`config.mk`:
```
export PLATFORM = sky130hd
export DESIGN_NAME = herring_bus_sequencer
export DESIGN_NICKNAME = d
export VERILOG_FILES = /design/src/rtl/herring_bus_sequencer.sv
export SDC_FILE = /design/constraint.sdc
export NUM_CORES = 1
export LEC_CHECK = 0
export BUFFER_PORTS_ARGS = -buffer_cell sky130_fd_sc_hd__buf_2
export CORE_MARGIN = 10
export CORE_UTILIZATION = 35
export CTS_BUF_LIST = sky130_fd_sc_hd__clkbuf_8 sky130_fd_sc_hd__clkbuf_16
export DETAILED_ROUTE_END_ITERATION = 7
export PLACE_DENSITY = 0.62
export SLEW_MARGIN = 20
export SYNTH_ARGS = -nofsm -noshare
export SYNTH_HDL_FRONTEND = slang
export SYNTH_SLANG_ARGS = --single-unit
export TNS_END_PERCENT = 100
```
`constraint.sdc`:
```
create_clock -name i_clk_src -period 4.9 [get_ports i_clk_src]
set_input_delay 0.245 -clock i_clk_src [delete_from_list [all_inputs] [get_ports i_clk_src]]
set_output_delay 0.245 -clock i_clk_src [all_outputs]
set_load 0.02 [all_outputs]
```
`src/rtl/herring_bus_sequencer.sv`:
```
// 6502 PHI0 generator: LOW/HIGH/STRETCH phase machine with address-decoded fixed waits,
// externally requested extensions, early-release RAM write strobe and a bus-cycle counter.
module herring_bus_sequencer #(
    parameter int unsigned HALF_PERIOD = 25,
    parameter int unsigned WAIT_IO     = 2,
    parameter int unsigned WAIT_MEM    = 0,
    parameter int unsigned MAX_EXT     = 8
) (
    input  logic        i_clk_src,
    input  logic        i_reset_n,
    input  logic [5:0]  i_address,
    input  logic        i_rw,
    input  logic        i_wait_req,
    output logic        o_cpu_clk_in,
    output logic        o_ram_we_n,
    output logic        o_cycle_start,
    output logic        o_stretch_active,
    output logic [15:0] o_cycle_count
);

    typedef enum logic [1:0] {StLow, StHigh, StStretch} state_e;

    localparam logic [7:0] SegLast = 8'(HALF_PERIOD - 1);
    localparam logic [3:0] WaitIo  = 4'(WAIT_IO);
    localparam logic [3:0] WaitMem = 4'(WAIT_MEM);
    localparam logic [3:0] MaxExt  = 4'(MAX_EXT);

    state_e      r_state;
    logic [7:0]  r_seg_cnt;
    logic [3:0]  r_wait_cnt;
    logic [3:0]  r_ext_cnt;
    logic        r_rw;
    logic        r_cpu_clk;
    logic        r_ram_we_n;
    logic        r_cycle_start;
    logic        r_stretch;
    logic [15:0] r_cycle_count;

    state_e      w_state_d;
    logic [7:0]  w_seg_d;
    logic [3:0]  w_wait_d;
    logic [3:0]  w_ext_d;
    logic        w_rw_d;
    logic        w_seg_end;
    logic        w_rise;
    logic        w_io_hit;
    logic        w_final;
    logic        w_ram_we_n_d;

    // I/O window 0x8000-0x87FF spans address[15:10] = 10000x; bit 10 is a don't-care.
    assign w_io_hit = ((i_address | 6'b000001) == 6'b100001);

    always_comb begin
        w_state_d = r_state;
        w_wait_d  = r_wait_cnt;
        w_ext_d   = r_ext_cnt;
        w_rw_d    = r_rw;
        w_rise    = 1'b0;
        w_seg_end = (r_seg_cnt == SegLast);
        w_seg_d   = w_seg_end ? 8'd0 : r_seg_cnt + 8'd1;

        if (w_seg_end) begin
            unique case (r_state)
                StLow: begin
                    w_rw_d    = i_rw;
                    w_wait_d  = w_io_hit ? WaitIo : WaitMem;
                    w_ext_d   = 4'd0;
                    w_state_d = StHigh;
                    w_rise    = 1'b1;
                end
                StHigh, StStretch: begin
                    if (r_wait_cnt != 4'd0) begin
                        w_wait_d  = r_wait_cnt - 4'd1;
                        w_state_d = StStretch;
                    end else if (i_wait_req && (r_ext_cnt < MaxExt)) begin
                        w_ext_d   = r_ext_cnt + 4'd1;
                        w_state_d = StStretch;
                    end else begin
                        w_state_d = StLow;
                    end
                end
                default: w_state_d = StLow;
            endcase
        end

        // Entering the last clk of a segment that will end the high phase. The wait request
        // is looked at one clk early here so the strobe can release ahead of PHI2 falling.
        w_final = (w_state_d != StLow) && (w_seg_d == SegLast) && (w_wait_d == 4'd0) &&
                  (!i_wait_req || (w_ext_d >= MaxExt));

        w_ram_we_n_d = !((w_state_d != StLow) && !w_rw_d && !w_final);
    end

    always_ff @(posedge i_clk_src or negedge i_reset_n) begin
        if (!i_reset_n) begin
            r_state       <= StLow;
            r_seg_cnt     <= 8'd0;
            r_wait_cnt    <= 4'd0;
            r_ext_cnt     <= 4'd0;
            r_rw          <= 1'b1;
            r_cpu_clk     <= 1'b0;
            r_ram_we_n    <= 1'b1;
            r_cycle_start <= 1'b0;
            r_stretch     <= 1'b0;
            r_cycle_count <= 16'd0;
        end else begin
            r_state       <= w_state_d;
            r_seg_cnt     <= w_seg_d;
            r_wait_cnt    <= w_wait_d;
            r_ext_cnt     <= w_ext_d;
            r_rw          <= w_rw_d;
            r_cpu_clk     <= (w_state_d != StLow);
            r_ram_we_n    <= w_ram_we_n_d;
            r_cycle_start <= w_rise;
            r_stretch     <= (w_state_d == StStretch);
            if (w_rise) begin
                r_cycle_count <= r_cycle_count + 16'd1;
            end
        end
    end

    assign o_cpu_clk_in     = r_cpu_clk;
    assign o_ram_we_n       = r_ram_we_n;
    assign o_cycle_start    = r_cycle_start;
    assign o_stretch_active = r_stretch;
    assign o_cycle_count    = r_cycle_count;

endmodule

```
==> flow_metrics.py <==
metrics = {
    "clocking": {
        "cts_tree": "done",
        "holdBufCountCts": 0,
        "cts_num_sinks": 39,
        "path_clk_slew_ps": 80,
        "cts-resized-gates": 0,
        "clkLatencyLatePin_ps": 300,
        "cts_setup_buffers": 0,
        "clk_path_buf_depth": 2,
        "root_buffer": "clkbuf_8",
        "ctsHtreeMaxLevel": 2,
        "cts_made_buffers": 5,
    },
    "timing": {
        "finalCriticalPeriod_ps": 2690,
        "fin_crit_sh_pct": 54.9,
        "max_slew.worst_pin.slew_ps": 961,
        "setup_viol": 0,
        "finClkSkew_ps": 10.5,
        "final.setup.tns_ps": 0,
        "hold_viol_final": 0,
        "slew_headroom_pct": 35.8,
        "rsz0062_at_grt": "false",
        "slew_violations": 0,
        "max_freq_mhz": 372,
    },
    "synthesis": {
        "yosysUniqueCellTypes": 51,
        "ys_async_sr_fraction_pct": 100,
        "ys_ff_latch": 39,
        "synth-main-ff-cell": "dfrtp_1",
        "avgSynthCellArea_sq_um": 10.1,
        "yosysSeqAreaShare_pct": 46.7,
        "synth_cells": 208,
        "yosys_warnings": 0,
        "syn_area_sq_um": 2100,
        "synth_edf_count": 0,
        "syn_nets": 225,
    },
    "final_layout": {
        "n_fill_cell": 579,
        "area_growth_pct": 14.0,
        "nNetsFinal": 251,
        "diodes": 0,
        "drive_above_1_share_pct": 19.1,
        "stdcell_area_sq_um": 2390,
    },
    "placed_design": {
        "postPlaceCellArea_sq_um": 2270,
        "dpl.hpwl_microns": 3170,
        "io_buffers": 28,
        "routabilityCongestion": 0.843,
    },
    "pwr": {
        "ir_drop_uv": 266,
        "p_per_area_nw_per_um2": 354,
        "p_leak_nw": 1.18,
    },
    "run_status": {
        "status": "finished, final reports clean",
    },
    "detailed_routing": {
        "num_vias": 1604,
        "dr.pass1.iters": 4,
        "viasPerCell": 5.17,
        "dr.first_iter.drc_count": 91,
        "avgRoutedWirePerCell_microns": 14.3,
        "route.detailed.drc": 0,
        "ant_nets": 0,
        "drt_wl_total_microns": 4430,
    },
    "die": {
        "coreArea_sq_um": 5850,
        "ios": 30,
        "die_w_microns": 97.4,
        "placement_rows": 28,
        "start_util_pct": 35.8,
        "dieArea_sq_um": 9480,
        "dieHeight_microns": 97.4,
    },
    "setup_path": {
        "crit_start": "r_wait_cnt[0]",
        "path_max_fanout": 9,
        "crit_arrival_ps": 2880,
        "rr_endpoint": "o_ram_we_n",
        "critPathMaxStageDelay_ps": 810,
        "path_class": "flop to flop",
        "cp-start-kind": "flop",
        "path_delay_family": "simple AND/OR/NAND/NOR gates",
        "crit_cells": 7,
        "worstSetupEndpointType": "flop",
        "slowest_stage": "nor3b_1",
        "crit_end": "o_ram_we_n",
        "cp_data_required_time_ps": 5090,
        "critical_path.cell_chain": "inv_1, ha_1, nor3b_1, a41oi_1, o21ai_0, nand4_1, o41ai_1",
        "crit_buf_inv": 1,
        "r2r_setup_slack_ps": 2210,
        "timing.rr.start": "r_wait_cnt[0]",
        "reg2reg_depth": 7,
    },
    "hold_path": {
        "hp-class": "input port to async pin",
    },
    "grt": {
        "track_usage_pct": 9.27,
        "grt.overflow.total": 0,
        "grt_pass1_wl_microns": 7440,
        "antenna_found_initial": 0,
        "grt_pass1_vias": 1518,
        "grt_max_degree": 40,
    },
    "run": {
        "max-cap-violations": 0,
    },
}
-- flip-flops by register name (all words and copies together), names as in the netlist --
signal	count
o_cpu_clk_in	1
r_state	2
r_ext_cnt	4
o_cycle_start	1
o_cycle_count	16
r_rw	1
r_wait_cnt	4
o_stretch_active	1
r_seg_cnt	8
o_ram_we_n	1
-- per-layer routing --
| layer | wire length (microns) | up-vias | GRT usage (%) |
|---|---|---|---|
| met5 | 0 | - | 0 |
| met4 | 50 | 0 | 3.02 |
| met3 | 160 | 5 | 3.06 |
| met2 | 2090 | 22 | 14.2 |
| met1 | 2130 | 794 | 11.9 |
| li1 | - | 783 | - |
-- cells by family after synthesis --
| kind of cell | synth area share [%] |
|---|---|
| simple gates | 22.0 |
| flops | 46.7 |
| compound gates | 10.0 |
| buf+inv | 5.43 |
| xor+xnor | 9.61 |
| fa+ha+maj | 4.18 |
| mux | 2.03 |
-- cells in the final DEF, fill, tap and decap left out, types with 7 or more instances in the layout --
cell type / n
nand4_1: 8
xnor2_1: 15
nand2_1: 14
inv_1: 15
nor2_1: 14
nand3_1: 8
dfrtp_1: 37
ha_1: 7
o21ai_0: 10
and3_1: 7
buf_2: 28
xor2_1: 8
-- layout make-up --
class	count	area [sq um]	area share, %
Clock inverter	2	35.0	1.47
Inverter	15	56.3	2.36
Sequential cell	39	978	40.9
Timing Repair Buffer	28	140	5.86
Multi-Input combinational cell	145	1000	42.0
Clock buffer	6	82.6	3.46
Tap cell	75	93.8	3.93
-- Yosys cell counts, types with 2 or more instances --
cell      instances  share of area (%)
xor2_1            8                3.3
ha_1              7                4.2
clkbuf_1          4               0.72
inv_1            15                2.7
a22o_1            2               0.84
buf_6             2                1.1
buf_4             2               0.72
a31oi_1           3               0.90
o21ai_0          10                2.4
nor4_1            2               0.60
dfrtp_1          37                 44
nor2b_1           2               0.60
and4_1            3                1.3
and3_1            7                2.1
nor3_1            6                1.4
xnor2_1          15                6.3
nor2_1           14                2.5
a21oi_1           3               0.72
nor3b_1           3                1.1
mux2_2            2                1.1
nand4_1           8                2.4
nand2_1          14                2.5
and2_1            2               0.60
dfstp_2           2                2.5
nand3_1           8                1.9
mux2i_1           2               0.96
-- worst min path at each step --
| stage | slack, ps | endpoint | cells past startpoint |
|---|---|---|---|
| 5_1_grt | 130 | o_cycle_count[1] | 1 |
| 6_report | 70 | o_cycle_count[10] | 1 |
| 2_1_floorplan | -50 | o_cpu_clk_in | 0 |
| 3_3_place_gp | 420 | o_cycle_count[9] | 1 |
| 4_1_cts | 110 | o_cycle_count[4] | 1 |
| 3_5_place_dp | 420 | o_cycle_count[10] | 1 |
-- power breakdown --
part           total [mW]  internal (mW)  switching (mW)
logic               0.197         0.0780           0.119
registers           0.367          0.351          0.0165
clock network       0.281          0.165           0.117
-- metrics by stage --
stage | utilization, % | hold WS (ps) | std cells | setup WS, ps | power [mW]
floorplan | - | -50.6 | 208 | 2670 | 0.512
global placement | 38.8 | 418 | 302 | 2220 | 0.568
detailed placement | 38.8 | 424 | 302 | 2230 | 0.569
CTS | 40.8 | 108 | 310 | 2180 | 0.853
global route | 40.8 | 129 | 310 | 1940 | 0.896
finish | 40.8 | 69.1 | 310 | 2210 | 0.845
Note: power is estimated with default switching activity, not from simulation.
